$ cat config.mk
export PLATFORM = sky130hd
export DESIGN_NAME = alu_share_arbiter_flat
export DESIGN_NICKNAME = d
export VERILOG_FILES = /design/src/rtl/alu_share_arbiter_if.sv /design/src/rtl/alu_share_arbiter.sv /design/src/flat_wrapper.sv
export SDC_FILE = /design/constraint.sdc
export NUM_CORES = 1
export LEC_CHECK = 0
export CORE_AREA = 2 2 122 124
export DETAILED_ROUTE_END_ITERATION = 12
export DIE_AREA = 0 0 124 126
export PLACE_DENSITY_LB_ADDON = 0.05
export SYNTH_ARGS = -nofsm -noshare
export SYNTH_HDL_FRONTEND = slang
export SYNTH_SLANG_ARGS = --single-unit
$ cat constraint.sdc
create_clock -name clk -period 2.2 [get_ports clk]
set_input_delay 0.55 -clock clk [delete_from_list [all_inputs] [get_ports clk]]
set_output_delay 0.55 -clock clk [all_outputs]
set_load 0.03 [all_outputs]
$ cat src/rtl/alu_share_arbiter_if.sv
// Request, response and shared-ALU signals of the two-requester ALU arbiter.
// slave is the arbiter view; master is the requester/ALU view.
interface alu_share_arbiter_if #(
  parameter int unsigned WIDTH = 32,
  parameter int unsigned OPW   = 4
);
  logic             req0_valid;
  logic             req0_ready;
  logic [WIDTH-1:0] req0_a;
  logic [WIDTH-1:0] req0_b;
  logic [OPW-1:0]   req0_op;
  logic             req1_valid;
  logic             req1_ready;
  logic [WIDTH-1:0] req1_a;
  logic [WIDTH-1:0] req1_b;
  logic [OPW-1:0]   req1_op;

  logic             rsp0_valid;
  logic             rsp0_ready;
  logic [WIDTH-1:0] rsp0_result;
  logic             rsp0_zero;
  logic             rsp0_err;
  logic             rsp1_valid;
  logic             rsp1_ready;
  logic [WIDTH-1:0] rsp1_result;
  logic             rsp1_zero;
  logic             rsp1_err;

  logic [WIDTH-1:0] alu_a;
  logic [WIDTH-1:0] alu_b;
  logic [OPW-1:0]   alu_ctrl;
  logic [WIDTH-1:0] alu_result;
  logic             alu_zero;

  modport slave (
    input  req0_valid, req0_a, req0_b, req0_op,
    input  req1_valid, req1_a, req1_b, req1_op,
    input  rsp0_ready, rsp1_ready, alu_result, alu_zero,
    output req0_ready, req1_ready,
    output rsp0_valid, rsp0_result, rsp0_zero, rsp0_err,
    output rsp1_valid, rsp1_result, rsp1_zero, rsp1_err,
    output alu_a, alu_b, alu_ctrl
  );

  modport master (
    output req0_valid, req0_a, req0_b, req0_op,
    output req1_valid, req1_a, req1_b, req1_op,
    output rsp0_ready, rsp1_ready, alu_result, alu_zero,
    input  req0_ready, req1_ready,
    input  rsp0_valid, rsp0_result, rsp0_zero, rsp0_err,
    input  rsp1_valid, rsp1_result, rsp1_zero, rsp1_err,
    input  alu_a, alu_b, alu_ctrl
  );
endinterface

$ cat src/rtl/alu_share_arbiter.sv
// Round-robin sharing of one combinational ALU between two requesters:
// accept (IDLE) -> registered execute (EXEC) -> held response (RESP).
module alu_share_arbiter #(
  parameter int unsigned WIDTH = 32,
  parameter int unsigned OPW   = 4
) (
  input logic                clk,
  input logic                reset,
  alu_share_arbiter_if.slave bus
);
  typedef enum logic [1:0] {IDLE, EXEC, RESP} state_e;

  localparam logic [OPW-1:0] OP_AND = OPW'(4'b0000);
  localparam logic [OPW-1:0] OP_OR  = OPW'(4'b0001);
  localparam logic [OPW-1:0] OP_ADD = OPW'(4'b0010);
  localparam logic [OPW-1:0] OP_SUB = OPW'(4'b0110);
  localparam logic [OPW-1:0] OP_SLT = OPW'(4'b0111);

  state_e           state_q, state_d;
  logic             grant_q, grant_d;
  logic             ptr_q, ptr_d;
  logic [WIDTH-1:0] alu_a_q, alu_a_d;
  logic [WIDTH-1:0] alu_b_q, alu_b_d;
  logic [OPW-1:0]   alu_ctrl_q, alu_ctrl_d;
  logic [WIDTH-1:0] result_q, result_d;
  logic             zero_q, zero_d;
  logic             err_q, err_d;
  logic [1:0]       rsp_valid_q, rsp_valid_d;

  logic [1:0]       req_valid;
  logic [1:0]       rsp_ready;
  logic [1:0]       req_ready_c;
  logic             win;
  logic             op_legal;

  assign req_valid = {bus.req1_valid, bus.req0_valid};
  assign rsp_ready = {bus.rsp1_ready, bus.rsp0_ready};
  // Lone requester wins outright; on contention the pointer decides.
  assign win = (req_valid == 2'b11) ? ptr_q : req_valid[1];

  always_comb begin
    case (alu_ctrl_q)
      OP_AND, OP_OR, OP_ADD, OP_SUB, OP_SLT: op_legal = 1'b1;
      default:                               op_legal = 1'b0;
    endcase
  end

  always_ff @(posedge clk) begin
    if (reset) state_q <= IDLE;
    else       state_q <= state_d;
  end

  always_comb begin
    state_d = state_q;
    case (state_q)
      IDLE:    if (|req_valid) state_d = EXEC;
      EXEC:    state_d = RESP;
      RESP:    if (rsp_ready[grant_q]) state_d = IDLE;
      default: state_d = IDLE;
    endcase
  end

  always_comb begin
    grant_d     = grant_q;
    ptr_d       = ptr_q;
    alu_a_d     = alu_a_q;
    alu_b_d     = alu_b_q;
    alu_ctrl_d  = alu_ctrl_q;
    result_d    = result_q;
    zero_d      = zero_q;
    err_d       = err_q;
    rsp_valid_d = rsp_valid_q;
    req_ready_c = 2'b00;
    case (state_q)
      IDLE: begin
        if (|req_valid) begin
          req_ready_c = win ? 2'b10 : 2'b01;
          grant_d     = win;
          alu_a_d     = win ? bus.req1_a  : bus.req0_a;
          alu_b_d     = win ? bus.req1_b  : bus.req0_b;
          alu_ctrl_d  = win ? bus.req1_op : bus.req0_op;
        end
      end
      EXEC: begin
        // Illegal codes never trust the ALU output.
        result_d             = op_legal ? bus.alu_result : '0;
        zero_d               = op_legal & bus.alu_zero;
        err_d                = ~op_legal;
        rsp_valid_d[grant_q] = 1'b1;
      end
      RESP: begin
        if (rsp_ready[grant_q]) begin
          rsp_valid_d = 2'b00;
          ptr_d       = ~grant_q;
        end
      end
      default: ;
    endcase
  end

  always_ff @(posedge clk) begin
    if (reset) begin
      grant_q     <= 1'b0;
      ptr_q       <= 1'b0;
      alu_a_q     <= '0;
      alu_b_q     <= '0;
      alu_ctrl_q  <= '0;
      result_q    <= '0;
      zero_q      <= 1'b0;
      err_q       <= 1'b0;
      rsp_valid_q <= 2'b00;
    end else begin
      grant_q     <= grant_d;
      ptr_q       <= ptr_d;
      alu_a_q     <= alu_a_d;
      alu_b_q     <= alu_b_d;
      alu_ctrl_q  <= alu_ctrl_d;
      result_q    <= result_d;
      zero_q      <= zero_d;
      err_q       <= err_d;
      rsp_valid_q <= rsp_valid_d;
    end
  end

  assign bus.req0_ready  = req_ready_c[0];
  assign bus.req1_ready  = req_ready_c[1];
  assign bus.rsp0_valid  = rsp_valid_q[0];
  assign bus.rsp1_valid  = rsp_valid_q[1];
  assign bus.rsp0_result = result_q;
  assign bus.rsp1_result = result_q;
  assign bus.rsp0_zero   = zero_q;
  assign bus.rsp1_zero   = zero_q;
  assign bus.rsp0_err    = err_q;
  assign bus.rsp1_err    = err_q;
  assign bus.alu_a       = alu_a_q;
  assign bus.alu_b       = alu_b_q;
  assign bus.alu_ctrl    = alu_ctrl_q;
endmodule

$ cat src/flat_wrapper.sv
// flat-port wrapper written by rule: the top's interface ports become plain ports
module alu_share_arbiter_flat 
#(
  parameter int unsigned WIDTH = 32,
  parameter int unsigned OPW   = 4
)
  (clk, reset, bus_req0_valid, bus_req0_a, bus_req0_b, bus_req0_op, bus_req1_valid, bus_req1_a, bus_req1_b, bus_req1_op, bus_rsp0_ready, bus_rsp1_ready, bus_alu_result, bus_alu_zero, bus_req0_ready, bus_req1_ready, bus_rsp0_valid, bus_rsp0_result, bus_rsp0_zero, bus_rsp0_err, bus_rsp1_valid, bus_rsp1_result, bus_rsp1_zero, bus_rsp1_err, bus_alu_a, bus_alu_b, bus_alu_ctrl);
  alu_share_arbiter_if #(.WIDTH(WIDTH), .OPW(OPW)) bus_i ();
  input logic clk;
  input logic reset;
  input wire logic [$bits(bus_i.req0_valid)-1:0] bus_req0_valid;
  input wire logic [$bits(bus_i.req0_a)-1:0] bus_req0_a;
  input wire logic [$bits(bus_i.req0_b)-1:0] bus_req0_b;
  input wire logic [$bits(bus_i.req0_op)-1:0] bus_req0_op;
  input wire logic [$bits(bus_i.req1_valid)-1:0] bus_req1_valid;
  input wire logic [$bits(bus_i.req1_a)-1:0] bus_req1_a;
  input wire logic [$bits(bus_i.req1_b)-1:0] bus_req1_b;
  input wire logic [$bits(bus_i.req1_op)-1:0] bus_req1_op;
  input wire logic [$bits(bus_i.rsp0_ready)-1:0] bus_rsp0_ready;
  input wire logic [$bits(bus_i.rsp1_ready)-1:0] bus_rsp1_ready;
  input wire logic [$bits(bus_i.alu_result)-1:0] bus_alu_result;
  input wire logic [$bits(bus_i.alu_zero)-1:0] bus_alu_zero;
  output wire logic [$bits(bus_i.req0_ready)-1:0] bus_req0_ready;
  output wire logic [$bits(bus_i.req1_ready)-1:0] bus_req1_ready;
  output wire logic [$bits(bus_i.rsp0_valid)-1:0] bus_rsp0_valid;
  output wire logic [$bits(bus_i.rsp0_result)-1:0] bus_rsp0_result;
  output wire logic [$bits(bus_i.rsp0_zero)-1:0] bus_rsp0_zero;
  output wire logic [$bits(bus_i.rsp0_err)-1:0] bus_rsp0_err;
  output wire logic [$bits(bus_i.rsp1_valid)-1:0] bus_rsp1_valid;
  output wire logic [$bits(bus_i.rsp1_result)-1:0] bus_rsp1_result;
  output wire logic [$bits(bus_i.rsp1_zero)-1:0] bus_rsp1_zero;
  output wire logic [$bits(bus_i.rsp1_err)-1:0] bus_rsp1_err;
  output wire logic [$bits(bus_i.alu_a)-1:0] bus_alu_a;
  output wire logic [$bits(bus_i.alu_b)-1:0] bus_alu_b;
  output wire logic [$bits(bus_i.alu_ctrl)-1:0] bus_alu_ctrl;
  assign bus_i.req0_valid = bus_req0_valid;
  assign bus_i.req0_a = bus_req0_a;
  assign bus_i.req0_b = bus_req0_b;
  assign bus_i.req0_op = bus_req0_op;
  assign bus_i.req1_valid = bus_req1_valid;
  assign bus_i.req1_a = bus_req1_a;
  assign bus_i.req1_b = bus_req1_b;
  assign bus_i.req1_op = bus_req1_op;
  assign bus_i.rsp0_ready = bus_rsp0_ready;
  assign bus_i.rsp1_ready = bus_rsp1_ready;
  assign bus_i.alu_result = bus_alu_result;
  assign bus_i.alu_zero = bus_alu_zero;
  assign bus_req0_ready = bus_i.req0_ready;
  assign bus_req1_ready = bus_i.req1_ready;
  assign bus_rsp0_valid = bus_i.rsp0_valid;
  assign bus_rsp0_result = bus_i.rsp0_result;
  assign bus_rsp0_zero = bus_i.rsp0_zero;
  assign bus_rsp0_err = bus_i.rsp0_err;
  assign bus_rsp1_valid = bus_i.rsp1_valid;
  assign bus_rsp1_result = bus_i.rsp1_result;
  assign bus_rsp1_zero = bus_i.rsp1_zero;
  assign bus_rsp1_err = bus_i.rsp1_err;
  assign bus_alu_a = bus_i.alu_a;
  assign bus_alu_b = bus_i.alu_b;
  assign bus_alu_ctrl = bus_i.alu_ctrl;
  alu_share_arbiter #(.WIDTH(WIDTH), .OPW(OPW)) u_core (.clk(clk), .reset(reset), .bus(bus_i));
endmodule
After elaboration in Yosys (flattened, before gate mapping)
Index checks and enable logic that the tools add are counted.
{"block": "word_totals", "wordCells": 52, "reg_bits": 108, "output_inout_bits": 140, "rom_bits": 0, "latchBits": 0, "mem_count": 0, "ramBits": 0}
{"block": "op_classes", "n_reduce_logical": 10, "magnitude_cmp": 2, "n_mul": 0, "n_addsub": 0, "shift": 0, "eq_ne": 9, "muxes": 17, "n_bitwise": 4, "n_div": 0}
{"cell": "$mux W32", "n": 3}
{"cell": "$mux W2", "n": 5}
{"cell": "$eq A4 B3 Y1 const B", "n": 2}
{"cell": "$reduce_and A2 Y1", "n": 4}
{"cell": "$pmux W2 S3", "n": 1}
{"cell": "$mux W1", "n": 5}
{"cell": "$reduce_or A5 Y1", "n": 1}
{"cell": "$eq A2 B2 Y1 const B", "n": 2}
{"cell": "$eq A4 B1 Y1 const B", "n": 1}
{"cell": "$eq A4 B2 Y1 const B", "n": 1}
{"cell": "$logic_not A4 Y1", "n": 1}
{"cell": "$mux W4", "n": 1}
{"cell": "$ne A2 B1 Y1 const B", "n": 2}
{"cell": "$pmux W2 S2", "n": 1}
{"cell": "$eq A2 B1 Y1 const B", "n": 1}
{"cell": "$logic_not A2 Y1", "n": 1}
{"cell": "$lt A1 B2 Y1 const B", "n": 1}
{"cell": "$not A1 Y1", "n": 2}
{"cell": "$or A2 B2 Y2", "n": 1}
{"cell": "$reduce_bool A2 Y1", "n": 1}
{"cell": "$reduce_or A2 Y1", "n": 1}
{"cell": "$and A1 B1 Y1", "n": 1}
{"cell": "$demux W1 S1", "n": 1}
{"cell": "$ge A1 B1 Y1 const B", "n": 1}
{"cell": "$logic_and A1 B1 Y1", "n": 1}

Depth between registers and ports, before layout
Gate-level depths: netlist of the first run.
{"block": "logic_depth", "ltp_word": 6, "mapped_depth": 7, "depth_no_buf": 3}

Worst setup path before layout of the first run
No wires, ideal clock.
{"block": "synth_timing", "path_type": "input port to output port", "from": "in bus_req1_valid", "to": "out bus_req0_ready", "setup_slack_ns": -0.066, "path_buffers": 3, "t_arrival_ns": 1.716, "path_stages": 5, "path_cell_list": "buf_2 -> a211oi_2 -> buf_2 -> buf_4 -> and2_1"}
{"block": "synth_via", "elab_chain_cells": 5, "word_cells_on_any_way": 6}
{"element": "from (decl)", "line": "flat_wrapper.sv:15", "source": "input wire logic [$bits(bus_i.req1_valid)-1:0] bus_req1_valid;"}
{"element": "$eq A2 B2 Y1", "line": "alu_share_arbiter.sv:39", "source": "assign win = (req_valid == 2'b11) ? ptr_q : req_valid[1];"}
{"element": "$mux W1", "line": "alu_share_arbiter.sv:39"}
{"element": "$mux W2", "line": "alu_share_arbiter.sv:77", "source": "req_ready_c = win ? 2'b10 : 2'b01;"}
{"element": "$mux W2 (*)", "line": "alu_share_arbiter.sv:76", "source": "if (|req_valid) begin"}
{"element": "$mux W2 (*)", "line": "alu_share_arbiter.sv:74", "source": "case (state_q)"}
{"element": "to (decl)", "line": "flat_wrapper.sv:23", "source": "output wire logic [$bits(bus_i.req0_ready)-1:0] bus_req0_ready;"}
Mark *: on every way between the ends. The rest lies on a longest branch, timed or not.

Worst setup path after layout of the first run
{"block": "layout_timing", "from": "reg u_core.state_q[0]", "to": "out bus_req0_ready"}
{"block": "layout_via", "elab_chain_cells": 2}
{"element": "from (decl)", "line": "alu_share_arbiter.sv:19", "source": "state_e state_q, state_d;"}
{"element": "from (signal assigned)", "line": "alu_share_arbiter.sv:50", "source": "else state_q <= state_d;"}
{"element": "$logic_not A2 Y1", "line": "alu_share_arbiter.sv:74"}
{"element": "$mux W2", "line": "alu_share_arbiter.sv:74"}
Every way passes these cells.

==> results of run 1 <==
## worst max-delay path, stage by stage (launching register included)
cell and delay [ps]:
dfxtp_1 450, a211oi_4 330, and2_2 190, buf_4 160
## synthesized netlist by cell type
library cell	instances
nand2b_1	1
buf_1	1
a21oi_1	6
or2_2	1
clkbuf_1	56
inv_1	1
dfxtp_1	108
and3b_1	2
nand4_1	68
mux2i_1	1
o21ai_0	71
buf_4	36
nor3_1	3
buf_2	7
or2_1	1
o21bai_1	2
and2_1	1
or3b_4	1
a211oi_2	1
a31oi_1	68
nand3_1	69
nor2b_1	4
nor4_4	1
a21bo_2	1
a22o_1	33
nor2_1	5
buf_6	3
## layout by cell type (no fill, tap or decap), types with 3 or more instances in the layout
master           Yosys  layout
nand4_1             68      68
buf_4               36      14
a22o_1              33      33
buf_2                7       3
a31oi_1             68      68
o21ai_0             71      71
nor2b_1              4       4
a21oi_1              6       6
nand3_1             69      69
clkbuf_16            0       9
buf_12               0       5
nor3_1               3       3
clkdlybuf4s50_1      0     309
dfxtp_1            108     108
## metal layers
metal | share of wire [%] | up-vias
met2 | 49 | 247
met4 | 2.0 | 0
li1 | - | 2539
met1 | 39 | 2638
met3 | 10 | 20
met5 | 0 | -
## state kept, by name, summed over array words and instances (netlist names)
register / count
u_core.bus.alu_ctrl: 4
u_core.bus.alu_a: 32
u_core.bus.alu_b: 32
u_core.bus.rsp0_err: 1
u_core.state_q: 2
u_core.rsp_valid_q: 2
u_core.bus.rsp0_result: 32
u_core.grant_q: 1
u_core.bus.rsp0_zero: 1
u_core.ptr_q: 1
## power by group
part           internal (mW)  total, mW  leakage, nW  switching (mW)
clock                  0.808       1.58        0.135           0.776
combinational          0.852       1.91         1.76            1.06
sequential              2.13       2.25        0.886           0.119
## metrics by stage
step / instances / utilization (%) / total power, mW / cell area, sq um / worst slack, ps
after floorplan: 552 / - / 3.30 / 4770 / 34.3
after global placement: 964 / 54.4 / 4.18 / 7790 / 353
after detailed placement: 964 / 54.4 / 4.20 / 7790 / 328
after CTS: 980 / 56.4 / 5.80 / 8080 / 131
after global routing: 980 / 56.4 / 5.99 / 8080 / 69.4
final: 980 / 56.4 / 5.75 / 8080 / 160
## cell type report
class / count / area, sq um
Clock buffer: 10 / 239
Clock inverter: 6 / 46.3
Fill cell: 1287 / 6240
Inverter: 1 / 3.75
Multi-Input combinational cell: 340 / 2080
Sequential cell: 108 / 2160
Tap cell: 184 / 230
Timing Repair Buffer: 331 / 3310
## cell families after synthesis
logic type	synth area share (%)
compound gates	23.8
simple gates	19.0
flops	45.3
buf+inv	11.7
mux	0.210
## final timing paths
path / startpoint / to / slack (ps) / cells past startpoint
setup reg to reg: u_core.state_q[0] / u_core.bus.rsp0_result[1] / 350 / 4
setup / recovery: u_core.state_q[0] / bus_req0_ready / 160 / 3
hold reg to reg: u_core.bus.alu_b[23] / u_core.bus.alu_b[23] / 500 / 2
hold / removal: u_core.bus.alu_b[23] / u_core.bus.alu_b[23] / 500 / 2
==> impl_metrics.csv, run 1 <==
group,metric,value,unit
status,status,"finished, final reports clean",
floorplan,die_area,15600,sq um
setup_path,crit_arrival,1490,ps
cts,clockRootBuffer,"clkbuf_16",
global_routing,met1_usage,27.3,%
cts,insertion_delay,360,ps
global_routing,grt_first_pass_wirelength,29500,um
timing,layout_min_cycle_time,2040,ps
timing,holdWs,497,ps
cts,cts_buffer_depth,2,
timing,setup_tns,0,ps
global_routing,grt_pass1_vias,5377,
synthesis,synth_area_per_cell,8.64,sq um
drt,routed_wl,19300,um
drt,drc_errors,0,
cts,post-cts-setup-buffer-count,0,
global_routing,track_usage,24.0,%
layout,layout.nets,966,
placement,dpl.hpwl,13000,um
synthesis,syn-instance-count,552,
global_routing,gr-total-overflow,0,
power,peakVddDrop,0.000326,V
timing,fin_skew,7.06,ps
synthesis,seq_area_frac_synth,45.3,%
synthesis,ys_ff_latch,108,
setup_path,critPathMaxFanout,11,
timing,slew_headroom,46.4,%
setup_path,start_kind,"register",
drt,post_drt_wl_per_cell,19.7,um
floorplan,std_cell_rows,44,
global_routing,antenna_found_initial,0,
placement,numPortBuffers,314,
synthesis,synthesis.nets,727,
floorplan,fp.dieH,126,um
layout,antenna_cells,0,
drt,dr.first_iter.drc_count,256,
synthesis,synthTopCellsByArea,"dfxtp_1, a31oi_1, nand4_1, o21ai_0, nand3_1",
synthesis,netlist_area,4770,sq um
cts,cts_buffers,9,
drt,viasPerCell,5.56,
run,max-cap-violations,0,
synthesis,synth_top_area_share,45.3,%
setup_path,worstSetupEndpointType,"output port",
drt,drtPass1Iterations,4,
setup_path,crit_type,"register to output port",
global_routing,grt_start_max_net_pins,69,
timing,setup_viol_count_final,0,
placement,gp_congestion,0.729,
cts,hold_buffers,0,
drt,vias,5444,
timing,min_period_over_period,92.7,%
cts,cts_tree,"yes",
synthesis,synth_top_area_cell,"dfxtp_1",
layout,syn_to_final_growth,69.3,%
timing,rsz0062_at_grt,"false",
synthesis,yosysWarnings,0,
floorplan,die_x,124,um
synthesis,ys_types,27,
cts,htree_levels,3,
timing,final_hold_viol_count,0,
cts,clk_transition_reported_paths,80,ps
global_routing,grtUsageMet2,41.4,%
layout,layout-drive-gt1-share,6.16,%
global_routing,top_usage_layer,"met2",
floorplan,coreArea,14300,sq um
timing,report.final.slew_viol_count,0,
timing,max_freq,0.490,GHz
floorplan,io_pins,315,
setup_path,worstPathRequired,1650,ps
timing,worst_pin_slew,803,ps
power,powerDensity,712,nW/um^2
floorplan,start_util,33.3,%
cts,ctsResizeCount,0,
global_routing,grt_use_met3,8.74,%
cts,cts_sinks,108,
drt,final_antenna_net_count,0,
power,leakage,2.78,nW
hold_path,min_path_type,"register to register",
Note: power is estimated with default switching activity, not from simulation.
==> run 2, diff against run 1 <==
Settings changed: PLACE_DENSITY set to 0.76, PLACE_DENSITY_LB_ADDON 0.05 to unset.
==> impl_metrics.csv, run 2 (same netlist as run 1, synthesis figures left out) <==
group,metric,value,unit
status,status,"finished, final reports clean",
cts,cts_buffer_depth,2,
layout,layout-drive-gt1-share,5.92,%
drt,final_antenna_net_count,0,
timing,min_period_over_period,93.7,%
drt,vias,5450,
cts,clk_transition_reported_paths,70,ps
floorplan,std_cell_rows,44,
floorplan,fp.dieH,126,um
global_routing,grt_pass1_vias,5357,
layout,final_common_cell,"clkdlybuf4s50_1",
cts,ctsResizeCount,0,
layout,syn_to_final_growth,68.9,%
cts,htree_levels,3,
drt,routed_wl,19000,um
placement,gp_congestion,0.798,
drt,drc_errors,0,
global_routing,track_usage,23.5,%
drt,dr.first_iter.drc_count,304,
setup_path,worstSetupEndpointType,"output port",
timing,setup_viol_count_final,0,
cts,insertion_delay,350,ps
drt,viasPerCell,5.57,
cts,clockRootBuffer,"clkbuf_16",
cts,cts_tree,"yes",
setup_path,critPathMaxFanout,3,
floorplan,die_x,124,um
setup_path,crit_path_max_incr_delay,780,ps
timing,rsz0062_at_grt,"false",
layout,final_cell_mix,"clkdlybuf4s50_1, dfxtp_1, o21ai_0",
cts,post-cts-setup-buffer-count,0,
global_routing,gr-total-overflow,0,
timing,report.final.slew_viol_count,0,
placement,place_inst,963,
cts,hold_buffers,0,
floorplan,coreArea,14300,sq um
timing,max_freq,0.485,GHz
floorplan,start_util,33.3,%
power,leakage,2.77,nW
power,peakVddDrop,0.000376,V
cts,cts_sinks,108,
cts,cts_buffers,9,
setup_path,crit_type,"register to output port",
placement,numPortBuffers,314,
global_routing,antenna_found_initial,0,
drt,drtPass1Iterations,5,
setup_path,crit_slowest_cell,"clkdlybuf4s50_1",
global_routing,grt_start_max_net_pins,69,
floorplan,io_pins,315,
timing,layout_min_cycle_time,2060,ps
hold_path,min_path_type,"register to register",
timing,final_hold_viol_count,0,
layout,finalNonFillerCells,978,
setup_path,cp.buffers_inverters,1,
setup_path,worstPathRequired,1650,ps
layout,final_core_util,56.3,%
global_routing,grt_first_pass_wirelength,28700,um
setup_path,cp_cell_sequence,"clkdlybuf4s50_1",
layout,antenna_cells,0,
setup_path,start_kind,"register",
timing,setup_tns,0,ps
run,max-cap-violations,0,
timing,worst_pin_slew,578,ps
setup_path,cp_top_family,"buffers and inverters",
drt,post_drt_wl_per_cell,19.4,um
layout,layout.nets,965,
floorplan,die_area,15600,sq um
timing,fin_skew,8.52,ps
timing,slew_headroom,61.5,%
power,powerDensity,711,nW/um^2
placement,dpl.hpwl,12700,um
setup_path,crit_arrival,1510,ps
setup_path,rrSetupSlack,450,ps
==> run 2: cell count changes in the layout (fill, tap and decap cells not counted), sizes merged <==
cell,change
buf,-1
inv,-1
==> run 2: worst paths after layout <==
path,end,start,depth (start not counted)
setup / recovery,bus_rsp1_err,u_core.bus.rsp0_err,1
setup reg to reg,u_core.bus.rsp0_result[24],u_core.state_q[1],5
hold / removal,u_core.rsp_valid_q[0],u_core.rsp_valid_q[0],2
hold reg to reg,u_core.rsp_valid_q[0],u_core.rsp_valid_q[0],2
==> run 2: final cells by class <==
| cell class | instances | area (sq um) |
|---|---|---|
| Clock buffer | 10 | 239 |
| Timing Repair Buffer | 330 | 3310 |
| Sequential cell | 108 | 2160 |
| Multi-Input combinational cell | 340 | 2080 |
| Fill cell | 1329 | 6250 |
| Tap cell | 184 | 230 |
| Clock inverter | 5 | 37.5 |
| Inverter | 1 | 3.75 |
==> run 2: tightest hold or removal path: stages (launching register included) <==
cell and delay (ps):
dfxtp_1 320, o21ai_0 70, a21oi_1 60
==> run 2: where the power goes <==
part | internal [mW] | total (mW) | switching, mW
Clock | 0.798 | 1.56 | 0.763
Sequential | 2.13 | 2.25 | 0.118
Combinational | 0.853 | 1.92 | 1.07
Total | 3.78 | 5.73 | 1.95
==> run 2: layer usage <==
metal | track usage [%] | up-vias | routed length [um]
met3 | 8.24 | 35 | 2020
met5 | 0 | - | 0
met1 | 27.8 | 2581 | 7510
li1 | - | 2549 | -
met4 | 8.99 | 0 | 501
met2 | 38.8 | 285 | 8920
==> run 2: metrics by stage <==
step	hold slack, ps	power (mW)	setup WS (ps)	instance area, sq um
after floorplan	502	3.30	34.3	4770
after global placement	480	4.20	293	7780
final	499	5.73	138	8060
after CTS	503	5.79	125	8060
after detailed placement	486	4.21	265	7780
after global routing	523	5.99	104	8060
==> run 3, diff against run 2 <==
Settings changed: RECOVER_POWER set to 25.
Clock period 2.2 ns to 2.3 ns, I/O delays scaled along.
==> impl_metrics.csv, run 3 (same netlist as run 1, synthesis figures left out) <==
group,metric,value,unit
placement,dpl.hpwl,13100,um
hold_path,min_path_cells,2,
placement,place_ws,353,ps
floorplan,fp.dieH,126,um
timing,max_freq,0.479,GHz
layout,layout-drive-gt1-share,6.02,%
setup_path,worstSetupEndpointType,"output port",
global_routing,gr-total-overflow,0,
layout,final_core_util,56.5,%
power,p_total,5.60,mW
cts,cts_sinks,108,
power,peakVddDrop,0.000513,V
drt,routed_wl,19100,um
setup_path,crit_type,"register to output port",
floorplan,coreArea,14300,sq um
cts,cts_tree,"yes",
timing,rsz0062_at_grt,"false",
drt,drtPass1Iterations,4,
timing,worst_pin_slew,696,ps
timing,setup_slack,212,ps
drt,vias,5435,
timing,fin_skew,5.52,ps
floorplan,io_pins,315,
power,powerDensity,693,nW/um^2
layout,final_cell_mix,"clkdlybuf4s50_1, dfxtp_1, o21ai_0",
placement,gp_congestion,0.774,
run,max-cap-violations,0,
floorplan,die_area,15600,sq um
global_routing,grt_start_max_net_pins,69,
global_routing,grt_first_pass_wirelength,28300,um
setup_path,path_depth,1,
cts,cts_buffer_depth,2,
cts,insertion_delay,360,ps
floorplan,start_util,33.3,%
cts,htree_levels,3,
timing,setup_tns,0,ps
drt,dr.first_iter.drc_count,430,
setup_path,cp_cell_sequence,"clkdlybuf4s50_1",
setup_path,crit_path_max_incr_delay,790,ps
setup_path,start_kind,"register",
cts,clk_transition_reported_paths,70,ps
cts,hold_buffers,0,
timing,layout_min_cycle_time,2090,ps
power,combPwrFrac,32.5,%
cts,clockRootBuffer,"clkbuf_16",
setup_path,cp.buffers_inverters,1,
status,status,"finished, final reports clean",
power,switching_share,33.4,%
setup_path,critPathMaxFanout,3,
setup_path,crit_arrival,1510,ps
power,leakage,2.79,nW
global_routing,grt_pass1_vias,5121,
setup_path,r2r_cells,4,
setup_path,worstPathRequired,1730,ps
cts,post-cts-setup-buffer-count,0,
placement,numPortBuffers,314,
drt,post_drt_wl_per_cell,19.4,um
drt,viasPerCell,5.54,
timing,report.final.slew_viol_count,0,
global_routing,antenna_found_initial,0,
layout,antenna_cells,0,
timing,min_period_over_period,90.8,%
drt,drc_errors,0,
power,p_clk_share,29.1,%
layout,final_common_cell,"clkdlybuf4s50_1",
drt,final_antenna_net_count,0,
layout,syn_to_final_growth,69.5,%
power,p_int,3.73,mW
cts,ctsResizeCount,0,
setup_path,crit_slowest_cell,"clkdlybuf4s50_1",
floorplan,die_x,124,um
global_routing,track_usage,23.2,%
power,p_switching,1.87,mW
hold_path,min_path_type,"register to register",
power,pwr-share-seq,38.5,%
floorplan,std_cell_rows,44,
layout,layout.nets,967,
timing,setup_viol_count_final,0,
timing,slew_headroom,53.6,%
cts,cts_buffers,9,
setup_path,cp_top_family,"buffers and inverters",
timing,final_hold_viol_count,0,
run 3: metrics by stage:
| step | cells | hold slack [ps] | cell area, sq um |
|---|---|---|---|
| floorplan | 552 | 502 | 4770 |
| finish | 981 | 501 | 8090 |
| global route | 981 | 523 | 8090 |
| global placement | 965 | 482 | 7800 |
| CTS | 981 | 502 | 8110 |
| detailed placement | 965 | 488 | 7800 |
run 3: final timing paths:
kind | startpoint | end | slack, ps
max reg2reg | u_core.state_q[1] | u_core.bus.rsp0_result[19] | 320
min reg2reg | u_core.bus.alu_a[1] | u_core.bus.alu_a[1] | 500
min | u_core.bus.alu_a[1] | u_core.bus.alu_a[1] | 500
max | u_core.bus.rsp0_result[16] | bus_rsp1_result[16] | 210
run 3: worst reg2reg max path, stage by stage (launching register included):
cell and delay, ps:
dfxtp_1 460, or3b_1 490, nor4_4 140, clkbuf_2 590
a22o_1 240
run 3: power groups by stage:
stage / clock network (mW) / logic, mW / registers (mW)
floorplan: 0 / 0.671 / 2.49
global placement: 0 / 1.82 / 2.19
detailed placement: 0 / 1.83 / 2.20
CTS: 1.67 / 1.84 / 2.16
global route: 1.75 / 1.92 / 2.18
finish: 1.63 / 1.82 / 2.16
run 3: per-layer routing:
metal	share of wire, %	vias to the layer above	track usage (%)
met5	0	-	0
met4	2.5	0	7.20
met3	11	30	9.10
met2	47	277	37.6
met1	40	2575	28.2
li1	-	2553	-
run 3: final cells by class:
| class | instances | area, sq um |
|---|---|---|
| Clock inverter | 6 | 71.3 |
| Tap cell | 184 | 230 |
| Fill cell | 1265 | 6230 |
| Sequential cell | 108 | 2160 |
| Clock buffer | 10 | 239 |
| Multi-Input combinational cell | 340 | 2080 |
| Timing Repair Buffer | 332 | 3300 |
| Inverter | 1 | 3.75 |
